## config.mk

```make
export PLATFORM = sky130hd
export DESIGN_NAME = fsm_event_conditioner
export DESIGN_NICKNAME = d
export VERILOG_FILES = /design/src/rtl/fsm_event_conditioner.sv
export SDC_FILE = /design/constraint.sdc
export NUM_CORES = 1
export LEC_CHECK = 0
export ABC_AREA = 1
export BUFFER_PORTS_ARGS = -buffer_cell sky130_fd_sc_hd__buf_2
export CORE_ASPECT_RATIO = 1.25
export CORE_MARGIN = 2
export CORE_UTILIZATION = 30
export DETAILED_ROUTE_END_ITERATION = 8
export PLACE_DENSITY = 0.54
export SYNTH_ARGS = -nofsm -noshare
export SYNTH_HDL_FRONTEND = slang
export SYNTH_SLANG_ARGS = --single-unit
```

## constraint.sdc

```tcl
create_clock -name clk -period 2 [get_ports clk]
set_input_delay 0.3 -clock clk [delete_from_list [all_inputs] [get_ports clk]]
set_output_delay 0.3 -clock clk [all_outputs]
set_load 0.01 [all_outputs]
```

## src/rtl/fsm_event_conditioner.sv

```systemverilog
`default_nettype none
// ============================================================================
// Module      : fsm_event_conditioner
// Description : Event-input front end for the control FSM. Each raw line
//               is passed through a 2-flop synchronizer and a per-channel
//               one-hot debounce FSM that produces a clean registered level,
//               single-cycle rise/fall pulses and a sticky glitch flag.
// Ports       : clk        - clock
//               rst_n      - asynchronous active-low reset
//               raw_in     - asynchronous raw event lines, one per channel
//               enable     - 1 = conditioning active, 0 = channels held idle
//               clr_glitch - per-channel clear for the glitch flag
//               evt_level  - debounced level, registered
//               evt_rise   - one-cycle pulse on evt_level 0->1
//               evt_fall   - one-cycle pulse on evt_level 1->0
//               glitch     - sticky: a pending transition was aborted
// Revision    : 1.0 - initial release
// ============================================================================
module fsm_event_conditioner #(
  parameter int NCH        = 3,
  parameter int DEB_CYCLES = 4
) (
  input  logic           clk,
  input  logic           rst_n,
  input  logic [NCH-1:0] raw_in,
  input  logic           enable,
  input  logic [NCH-1:0] clr_glitch,
  output logic [NCH-1:0] evt_level,
  output logic [NCH-1:0] evt_rise,
  output logic [NCH-1:0] evt_fall,
  output logic [NCH-1:0] glitch
);

  // The counter only ever holds 0..DEB_CYCLES-1, so clog2 bits suffice.
  localparam int                 CNT_W    = $clog2(DEB_CYCLES);
  localparam logic [CNT_W-1:0]   CNT_LAST = CNT_W'(DEB_CYCLES - 1);
  localparam logic [CNT_W-1:0]   CNT_ONE  = CNT_W'(1);

  typedef enum logic [3:0] {
    S_LOW  = 4'b0001,
    S_RISE = 4'b0010,
    S_HIGH = 4'b0100,
    S_FALL = 4'b1000
  } state_e;

  // --------------------------------------------------------------------------
  // Two-flop synchronizer; free-running regardless of enable so that a
  // re-enable sees the current line state immediately.
  // --------------------------------------------------------------------------
  logic [NCH-1:0] sync1_q, sync1_d;
  logic [NCH-1:0] sync2_q, sync2_d;

  always_comb begin
    sync1_d = raw_in;
    sync2_d = sync1_q;
  end

  always_ff @(posedge clk or negedge rst_n) begin
    if (!rst_n) begin
      sync1_q <= '0;
      sync2_q <= '0;
    end else begin
      sync1_q <= sync1_d;
      sync2_q <= sync2_d;
    end
  end

  // --------------------------------------------------------------------------
  // Per-channel debounce FSM
  // --------------------------------------------------------------------------
  for (genvar i = 0; i < NCH; i++) begin : g_ch
    state_e           state_q, state_d;
    logic [CNT_W-1:0] cnt_q, cnt_d;
    logic             level_q, level_d;
    logic             rise_q, rise_d;
    logic             fall_q, fall_d;
    logic             glitch_q, glitch_d;
    logic             s;
    logic             set_glitch;

    assign s = sync2_q[i];

    always_comb begin
      state_d    = state_q;
      cnt_d      = cnt_q;
      level_d    = level_q;
      rise_d     = 1'b0;
      fall_d     = 1'b0;
      set_glitch = 1'b0;

      if (!enable) begin
        // Disabling drops the level silently: no fall pulse.
        state_d = S_LOW;
        cnt_d   = '0;
        level_d = 1'b0;
      end else begin
        case (state_q)
          S_LOW: begin
            if (s) begin
              state_d = S_RISE;
              cnt_d   = CNT_ONE;
            end
          end
          S_RISE: begin
            if (s) begin
              if (cnt_q == CNT_LAST) begin
                state_d = S_HIGH;
                cnt_d   = '0;
                level_d = 1'b1;
                rise_d  = 1'b1;
              end else begin
                cnt_d = cnt_q + CNT_ONE;
              end
            end else begin
              state_d    = S_LOW;
              cnt_d      = '0;
              set_glitch = 1'b1;
            end
          end
          S_HIGH: begin
            if (!s) begin
              state_d = S_FALL;
              cnt_d   = CNT_ONE;
            end
          end
          S_FALL: begin
            if (!s) begin
              if (cnt_q == CNT_LAST) begin
                state_d = S_LOW;
                cnt_d   = '0;
                level_d = 1'b0;
                fall_d  = 1'b1;
              end else begin
                cnt_d = cnt_q + CNT_ONE;
              end
            end else begin
              state_d    = S_HIGH;
              cnt_d      = '0;
              set_glitch = 1'b1;
            end
          end
          default: begin
            // Corrupted one-hot encoding: recover quietly to idle.
            state_d = S_LOW;
            cnt_d   = '0;
            level_d = 1'b0;
          end
        endcase
      end

      // A new abort takes priority over a clear on the same edge.
      glitch_d = set_glitch | (glitch_q & ~clr_glitch[i]);
    end

    always_ff @(posedge clk or negedge rst_n) begin
      if (!rst_n) begin
        state_q  <= S_LOW;
        cnt_q    <= '0;
        level_q  <= 1'b0;
        rise_q   <= 1'b0;
        fall_q   <= 1'b0;
        glitch_q <= 1'b0;
      end else begin
        state_q  <= state_d;
        cnt_q    <= cnt_d;
        level_q  <= level_d;
        rise_q   <= rise_d;
        fall_q   <= fall_d;
        glitch_q <= glitch_d;
      end
    end

    assign evt_level[i] = level_q;
    assign evt_rise[i]  = rise_q;
    assign evt_fall[i]  = fall_q;
    assign glitch[i]    = glitch_q;
  end

endmodule
`default_nettype wire

```

==> flow_summary.yaml, run 1 <==
synth:
  synth.mux.area_fraction: 0
  avgSynthCellArea_sq_um: 7.38
  synthFlopType: "dfrtp_1"
  synth-edff-count: 0
  synthArstFlopShare: 1.00
  synthSimpleGateAreaFrac: 0.377
  syn-cell-area_sq_um: 2040
  synth_seq_area_share: 0.444
  ys_types: 25
  synth_top_family_by_area: "simple AND/OR/NAND/NOR gates"
  ys_ff_latch: 36
  synth_warnings: 0
  synthXorXnorAreaFrac: 0
  synth_fa_ha_area_frac: 0.0184
  syn_nets: 288
  synth_compound_area_frac: 0.0350
  synthCells: 276
grt:
  grt_pass1_wl_mm: 6.92
  grt_max_degree: 16
  overflow: 0
  antenna_found_initial: 0
  grt_usage: 0.117
  first_global_vias: 1609
die:
  initial_utilization: 0.310
  core_area_sq_um: 6570
  die_h_microns: 96.1
  row_count: 33
  io_pins: 21
  dieArea_sq_um: 7470
  fp.dieW_microns: 77.7
pwr:
  leakage_nw: 1.24
  switchingPower_mw: 0.842
  p_int_mw: 1.46
  clkPwrFrac: 0.281
  power.total_mw: 2.31
  pwr-share-comb: 0.302
  power_density_nw_per_um2: 1010
  ir_drop_mv: 0.398
  p_sw_frac: 0.365
  pwr-share-seq: 0.417
place:
  placed_area_sq_um: 2150
  gp_congestion: 0.949
  dp_slack_ns: 0.598
  placed_cells: 371
  hpwlAfterDp_mm: 3.14
  port_buffers: 20
clocking:
  cts_resized: 0
  cts.path.max_buffers: 2
  clockRootBuffer: "clkbuf_8"
  cts_buffers: 5
  cts_tree: "built"
  ctsHoldBuffers: 1
  cts_setup_buffers: 0
  cts.sinks: 36
  clkTransAtPathRegs_ns: 0.08
  clock_latency_ns: 0.30
  h-tree-depth: 2
final_layout:
  drive_gt1_frac: 0.212
  stdcell_area_sq_um: 2270
  final_cell_mix: "93 x nand2_1, 33 x dfrtp_1, 29 x inv_1, 26 x nor2_1, 26 x nand3_1"
  layout_commonest_cell: "nand2_1"
  fin_cells: 380
  area_growth_pct: 11.6
  regArea_sq_um: 905
  antenna_cells: 0
  nFillCells: 694
  nets: 304
  post-route-util: 0.346
  multi_input_area_sq_um: 876
critical_path:
  path_max_fanout: 6
  critical-path-top-delay-family: "simple AND/OR/NAND/NOR gates"
  worstPathArrival_ns: 1.61
  slowest_stage: "dfstp_2"
  path_cells: "inv_1 > nor2_1 > nand3_1 > nand2_2 > inv_2 > nand2_4 > inv_2 > nand2_1 > nand2_1"
  r2r_cells: 9
  end_kind: "flop"
  worst_setup_path_start_kind: "flop"
  critPathKind: "reg2reg"
  cp.required_ns: 2.22
  critPathBufInv: 3
  critical_path_depth: 9
  max_stage_delay_ns: 0.55
routing:
  ant_nets: 0
  vias: 1663
  drtPass1Iterations: 6
  drt_wl_total_mm: 3.99
  drt_iter0_drc: 104
  viasPerCell: 4.38
  drc: 0
  wire_per_inst_microns: 10.5
timing:
  setup_tns_ns: 0
  setup_viol_count_final: 0
  clock_skew_ns: 0.0113
  fmax_mhz: 720
  worst_slack_ns: 0.611
  hold_viol_final: 0
  relSlewSlack: 0.808
  min_period_over_period: 0.694
  min_period_ns: 1.39
  rsz0062_at_grt: "no"
  tightestPinTransition_ns: 0.287
  report.final.slew_viol_count: 0
  hold_ws_ns: 0.103
hold_path:
  worstHoldPathCells: 1
  worstHoldPathType: "in2reg"
status:
  status: "complete, no violations"
run:
  cap_violations: 0
area by class of cell:
class	count	area share
inverters	37	0.0611
well taps	87	0.0479
multi-input cells	188	0.385
repair buffers	24	0.0584
clock inverters	3	0.0187
clock buffers	5	0.0303
flip-flops and latches	36	0.398
cell families (layout without fill, tap and decap cells):
| group | Yosys count | count (layout) |
|---|---|---|
| adder cells (fa/ha/maj) | 3 | 3 |
| flip-flops | 36 | 36 |
| AND/OR/NAND/NOR | 173 | 173 |
| AO/OA/AOI/OAI | 12 | 12 |
| buffers and inverters | 52 | 69 |
registers in the layout, indices dropped and copies added, names as in the netlist:
register,flops
sync2_q,3
sync1_q,3
g_ch.glitch_q,3
g_ch.rise_q,3
g_ch.cnt_q,6
g_ch.state_q,12
g_ch.fall_q,3
g_ch.level_q,3
synthesized netlist by cell type (2+ instances only):
cell     count  area share
nand2_1     93        0.17
dfrtp_1     33        0.41
inv_1       29       0.053
nand3_1     26       0.064
nor2_1      26       0.048
buf_4       12       0.044
nand2_2      9       0.028
inv_2        8       0.015
nand4_1      4       0.012
nor2_2       4       0.012
o21ai_0      4      0.0098
dfstp_2      3       0.039
ha_1         3       0.018
nor3_1       3      0.0074
nor4_1       3      0.0092
o21ai_1      3      0.0074
a21oi_1      2      0.0049
buf_6        2       0.011
nand3_2      2      0.0098
o21ai_2      2      0.0086
worst paths after layout:
kind	startpoint	to	slack [ns]
worst max-delay path	g_ch[1].state_q[0]	g_ch[1].state_q[0]	0.61
worst min register to register	sync1_q[1]	sync2_q[1]	0.35
max in group asynchronous	rst_n	g_ch[2].state_q[0]	1.04
min in group asynchronous	rst_n	g_ch[2].rise_q	0.40
worst max register to register	g_ch[1].state_q[0]	g_ch[1].state_q[0]	0.61
worst min-delay path	raw_in[2]	sync1_q[2]	0.10
power groups by stage:
stage          registers (mW)  logic, mW  clock network, mW
4_1_cts                 0.963      0.704              0.670
6_report                0.962      0.697              0.647
3_5_place_dp            0.976      0.700                  0
2_1_floorplan           0.955      0.563                  0
5_1_grt                 0.983      0.817              0.693
3_3_place_gp            0.975      0.703                  0
routing by layer:
layer | routed length (microns) | global-route usage | up-vias
met1 | 1790 | 0.139 | 737
met4 | 68 | 0.0491 | 0
met2 | 1950 | 0.204 | 41
li1 | - | - | 880
met3 | 182 | 0.0272 | 5
met5 | 0 | 0 | -
No activity file was read; power rests on OpenSTA's default activity.
==> run 2, diff against run 1 <==
==> constraint.sdc (replaced) <==
create_clock -name clk -period 1.3 [get_ports clk]
set_input_delay 0.195 -clock clk [delete_from_list [all_inputs] [get_ports clk]]
set_output_delay 0.195 -clock clk [all_outputs]
set_load 0.01 [all_outputs]
==> run 2 against run 1 <==
Register-to-register slack got worse by 0.59 ns. Combinational power increased by 99%. Core utilization increased by 3.4 points. Critical path depth decreased by 2. Flip-flop and latch count unchanged. Hold slack got worse by 0.082 ns.
==> flow_summary.yaml, run 2 (synthesized netlist as in run 1, its figures left out) <==
status:
  status: "complete, no violations"
timing:
  relSlewSlack: 0.827
  hold_viol_final: 0
  tightestPinTransition_ns: 0.259
  hold_ws_ns: 0.0204
  setup_viol_count_final: 0
  min_period_ns: 1.28
  min_period_over_period: 0.982
  clock_skew_ns: 0.00831
  report.final.slew_viol_count: 0
  rsz0062_at_grt: "yes"
  fmax_mhz: 783
final_layout:
  largest_register: "g_ch.state_q"
  stdcell_area_sq_um: 2500
  antenna_cells: 0
  largest_register_ffs: 12
  nFillCells: 666
  nets: 318
  fin_cells: 394
  layout_commonest_cell: "nand2_1"
  top_regs: "g_ch.state_q x12, g_ch.cnt_q x6"
  area_growth_pct: 22.7
  final_cell_mix: "78 x nand2_1, 31 x dfrtp_1, 24 x inv_1, 23 x nand3_1, 22 x nand2_2"
  drive_gt1_frac: 0.358
clocking:
  cts_tree: "built"
  clock_latency_ns: 0.28
  cts.sinks: 36
  cts.path.max_buffers: 2
  h-tree-depth: 2
  cts_buffers: 5
  clockRootBuffer: "clkbuf_8"
  clkTransAtPathRegs_ns: 0.07
routing:
  drtPass1Iterations: 4
  drt_iter0_drc: 106
  ant_nets: 0
  vias: 1733
  wire_per_inst_microns: 11.0
  drc: 0
  viasPerCell: 4.40
  drt_wl_total_mm: 4.32
grt:
  antenna_found_initial: 0
  grt_busiest_layer: "met2"
  met1_usage: 0.144
  grt_max_degree: 37
  grt.met2_usage: 0.208
  first_global_vias: 1598
  overflow: 0
  grt_use_met3: 0.0300
  grt_pass1_wl_mm: 7.11
  grt_usage: 0.122
critical_path:
  max_stage_delay_ns: 0.59
  slowest_stage: "dfstp_2"
  worst_setup_path_start_kind: "flop"
  path_max_fanout: 4
  cp.required_ns: 1.47
  path_cells: "inv_2 > nor2_4 > nand3_2 > nand2_4 > a21oi_2 > nand2_1 > nand2_1"
  critPathKind: "reg2reg"
  worstPathArrival_ns: 1.45
  critPathMostFrequentCell: "nand2_1"
  end_kind: "flop"
pwr:
  power_density_nw_per_um2: 1480
  power.total_mw: 3.70
  ir_drop_mv: 0.532
  leakage_nw: 1.31
die:
  row_count: 33
  fp.dieW_microns: 77.7
  core_area_sq_um: 6570
  initial_utilization: 0.310
  dieArea_sq_um: 7470
  io_pins: 21
  die_h_microns: 96.1
place:
  placed_area_sq_um: 2230
  hpwlAfterDp_mm: 3.07
  placed_cells: 380
  gp_congestion: 0.852
  port_buffers: 20
run:
  cap_violations: 0
hold_path:
  worstHoldPathType: "in2reg"
run 2: area by class of cell:
| type | count | area (sq um) | share of cell area |
|---|---|---|---|
| tap | 87 | 109 | 0.0436 |
| multi-input combinational | 188 | 1010 | 0.403 |
| clock inverter | 1 | 5.00 | 0.00200 |
| sequential | 36 | 907 | 0.363 |
| clock buffer | 7 | 76.3 | 0.0305 |
| inverter | 37 | 139 | 0.0556 |
| timing repair buffer | 38 | 255 | 0.102 |
run 2: worst max-delay path: cells and delay by family (launching register included):
kind	cells	cell delay (ns)
AO/OA/AOI/OAI	1	0.05
buffers and inverters	1	0.07
flip-flops	1	0.59
AND/OR/NAND/NOR	5	0.45
run 2: where the power goes:
part,internal (mW),switching (mW),leakage (nW)
Clock,0.376,0.384,0.0422
Sequential,1.33,0.220,0.469
Combinational,0.552,0.834,0.802
Total,2.26,1.44,1.31
run 2: metrics by stage:
| stage | worst slack (ns) | setup TNS, ns | utilization |
|---|---|---|---|
| finish | 0.0234 | 0 | 0.381 |
| global route | -0.0782 | -0.630 | 0.381 |
| CTS | 0.00427 | 0 | 0.360 |
| detailed placement | -0.0247 | -0.0602 | 0.340 |
| global placement | -0.0149 | -0.0360 | 0.340 |
| floorplan | 0.0657 | 0 | - |
run 2: path summary, 6_finish.rpt:
path | startpoint | to | slack (ns) | cells after the start
setup / recovery | g_ch[2].state_q[0] | g_ch[2].state_q[2] | 0.02 | 7
hold / removal | raw_in[1] | sync1_q[1] | 0.02 | 1
setup reg to reg | g_ch[2].state_q[0] | g_ch[2].state_q[2] | 0.02 | 7
hold reg to reg | sync1_q[2] | sync2_q[2] | 0.35 | 0
max in group asynchronous | rst_n | g_ch[1].state_q[0] | 0.64 | 3
min in group asynchronous | rst_n | sync2_q[2] | 0.40 | 3
run 2: repair_timing:
action / 4_1_cts / 5_1_grt
buffers inserted: 0 / 3
pin swaps: 0 / 11
hold buffers: 3 / 0
hold endpoints to repair: 35 / 0
endpoints found under the setup margin: 6 / 20
resized for setup: 6 / 42
run 2: routing by layer:
metal / part of all wire / vias up
li1: - / 901
met1: 0.44 / 797
met2: 0.50 / 29
met3: 0.036 / 6
met4: 0.020 / 0
met5: 0 / -
==> run 3, diff against run 2 <==
--- a/config.mk
+++ b/config.mk
@@ -9,9 +9,9 @@
 export BUFFER_PORTS_ARGS = -buffer_cell sky130_fd_sc_hd__buf_2
 export CORE_ASPECT_RATIO = 1.25
 export CORE_MARGIN = 2
-export CORE_UTILIZATION = 30
+export CORE_UTILIZATION = 55
 export DETAILED_ROUTE_END_ITERATION = 8
-export PLACE_DENSITY = 0.54
+export PLACE_DENSITY = 0.83
 export SYNTH_ARGS = -nofsm -noshare
 export SYNTH_HDL_FRONTEND = slang
 export SYNTH_SLANG_ARGS = --single-unit
==> run 3 against run 2 <==
The flow now finishes with violations (negative setup slack). Sequential share of layout area is 0.91 points higher. Flip-flop and latch count stayed put. Design area is 2.5% lower. Die area is 44% lower. Setup slack worse by 0.13 ns. Cell count is 14% lower. Total power is 4.3% higher. Via count is 6.7% higher. Routed wire length is 5.7% higher. Clock-buffer cell count stayed put. Critical endpoint is now g_ch[1].state_q[0]. Largest cell class unchanged.
==> flow_summary.yaml, run 3 (synthesized netlist as in run 1, its figures left out) <==
place:
  hpwlAfterDp_mm: 2.94
  dp_slack_ns: -0.00828
  placed_cells: 325
  gp_congestion: 0.923
  port_buffers: 20
final_layout:
  post-route-util: 0.694
  nFillCells: 270
  largest_register_ffs: 12
  antenna_cells: 0
  area_growth_pct: 19.7
  final_cell_mix: "82 x nand2_1, 31 x dfrtp_1, 26 x inv_1, 22 x nand3_1, 20 x buf_2"
  layout_commonest_cell: "nand2_1"
  nets: 313
  top_regs: "g_ch.state_q x12, g_ch.cnt_q x6"
  largest_register: "g_ch.state_q"
  drive_gt1_frac: 0.342
  fin_cells: 340
die:
  initial_utilization: 0.579
  dieArea_sq_um: 4210
  io_pins: 21
  fp.dieW_microns: 58.4
  core_area_sq_um: 3510
  row_count: 24
  die_h_microns: 72.0
pwr:
  ir_drop_mv: 1.33
  clkPwrFrac: 0.220
  power_density_nw_per_um2: 1580
  p_sw_frac: 0.386
  leakage_nw: 1.30
  switchingPower_mw: 1.49
  pwr-share-seq: 0.398
  pwr-share-comb: 0.382
  p_int_mw: 2.37
critical_path:
  cp.required_ns: 1.52
  critPathKind: "reg2reg"
  end_kind: "flop"
  worstPathArrival_ns: 1.62
  r2r_cells: 9
  max_stage_delay_ns: 0.46
  worst_setup_path_start_kind: "flop"
  r2r_start: "g_ch[1].state_q[2]"
  path_max_fanout: 3
  reg2reg_setup_slack_ns: -0.10
  path_cells: "inv_2 > nor2_1 > nand2_1 > nand2_1 > nand2_1 > nand2_1 > nand2_1 > nand2_1 > nand2_1"
  worstReg2RegEnd: "g_ch[1].state_q[0]"
  slowest_stage: "dfrtp_1"
  critPathMostFrequentCell: "nand2_1"
timing:
  min_period_ns: 1.40
  relSlewSlack: 0.798
  min_period_over_period: 1.08
  hold_viol_final: 0
  worst_slack_ns: -0.102
  tightestPinTransition_ns: 0.302
  setup_viol_count_final: 9
  report.final.slew_viol_count: 0
  fmax_mhz: 713
  clock_skew_ns: 0.00404
  rsz0062_at_grt: "yes"
run:
  cap_violations: 0
hold_path:
  hold_start: "raw_in[2]"
  hold_end: "sync1_q[2]"
  worstHoldPathCells: 1
  worstHoldPathType: "in2reg"
routing:
  drtPass1Iterations: 4
  drt_iter0_drc: 89
  drc: 0
  ant_nets: 0
  vias: 1849
  wire_per_inst_microns: 13.4
  drt_wl_total_mm: 4.56
  viasPerCell: 5.44
grt:
  first_global_vias: 1661
  grt_max_degree: 26
  grt_pass1_wl_mm: 6.98
  overflow: 0
  grt_usage: 0.216
  antenna_found_initial: 0
clocking:
  cts.path.max_buffers: 2
  clkTransAtPathRegs_ns: 0.07
  cts_tree: "built"
  cts_buffers: 5
  h-tree-depth: 2
  clock_latency_ns: 0.28
  cts.sinks: 36
  clockRootBuffer: "clkbuf_8"
status:
  status: "complete, but fails checks"
  violations: "negative setup slack"
==> run 3: cell count changes in the layout (fill, tap and decap cells not counted), sizes merged <==
cell	before	now
dlygate4sd3	3	1
clkinv	1	0
buf	35	32
==> run 3: power groups by stage <==
stage	clock network (mW)	registers, mW	logic (mW)
6_report	0.848	1.54	1.47
5_1_grt	0.905	1.56	1.64
4_1_cts	0.868	1.49	1.13
3_5_place_dp	0	1.50	1.07
3_3_place_gp	0	1.49	1.05
2_1_floorplan	0	1.47	0.865
==> run 3: repair_timing <==
| item | 4_1_cts | 5_1_grt |
|---|---|---|
| buffers inserted | 0 | 7 |
| pin swaps | 1 | 14 |
| cloned | 0 | 0 |
| resized for setup | 6 | 43 |
| endpoints found under the setup margin | 9 | 19 |
| hold buffers | 1 | 0 |
| hold endpoints to repair | 11 | 0 |
==> run 3: critical path: cells and delay by family, from the launching register on <==
kind	cells	cell delay (ns)
buffers and inverters	1	0.07
and+or+nand+nor	8	0.79
DFF	1	0.46
==> run 3: area by class of cell <==
type	instances	area, sq um	share of cell area
Multi-Input combinational cell	188	1030	0.423
Sequential cell	36	907	0.372
Timing Repair Buffer	33	213	0.0873
Inverter	37	141	0.0580
Clock buffer	7	96.3	0.0395
Tap cell	39	48.8	0.0200
==> run 3: routing by layer <==
metal  part of all wire  GRT usage  vias to the layer above  routed length [microns]
li1                   -          -                      896                        -
met1               0.41      0.248                      877                     1880
met2               0.51      0.386                       62                     2350
met3              0.048     0.0374                       14                      219
met4              0.025     0.0956                        0                      116
met5                  0          0                        -                        0
==> run 3: per-stage QoR <==
stage / cell area [sq um] / TNS, ns / power (mW) / hold slack, ns
4_1_cts: 2240 / 0 / 3.49 / 0.00809
2_1_floorplan: 2040 / 0 / 2.33 / -0.101
6_report: 2440 / -0.285 / 3.86 / 0.0127
3_5_place_dp: 2120 / -0.0146 / 2.57 / 0.0945
3_3_place_gp: 2120 / 0 / 2.54 / 0.0949
5_1_grt: 2440 / -1.23 / 4.10 / 0.00581
==> run 3: worst max path at each step <==
stage	start	end	slack, ns	cells past startpoint
2_1_floorplan	g_ch[1].state_q[0]	g_ch[1].state_q[0]	0.07	9
3_3_place_gp	g_ch[2].state_q[1]	g_ch[2].state_q[0]	0.02	8
3_5_place_dp	g_ch[1].state_q[0]	g_ch[1].state_q[1]	-0.008	8
4_1_cts	g_ch[0].state_q[3]	g_ch[0].state_q[0]	0.00004	9
5_1_grt	g_ch[1].state_q[2]	g_ch[1].state_q[0]	-0.19	9
6_report	g_ch[1].state_q[2]	g_ch[1].state_q[0]	-0.10	9
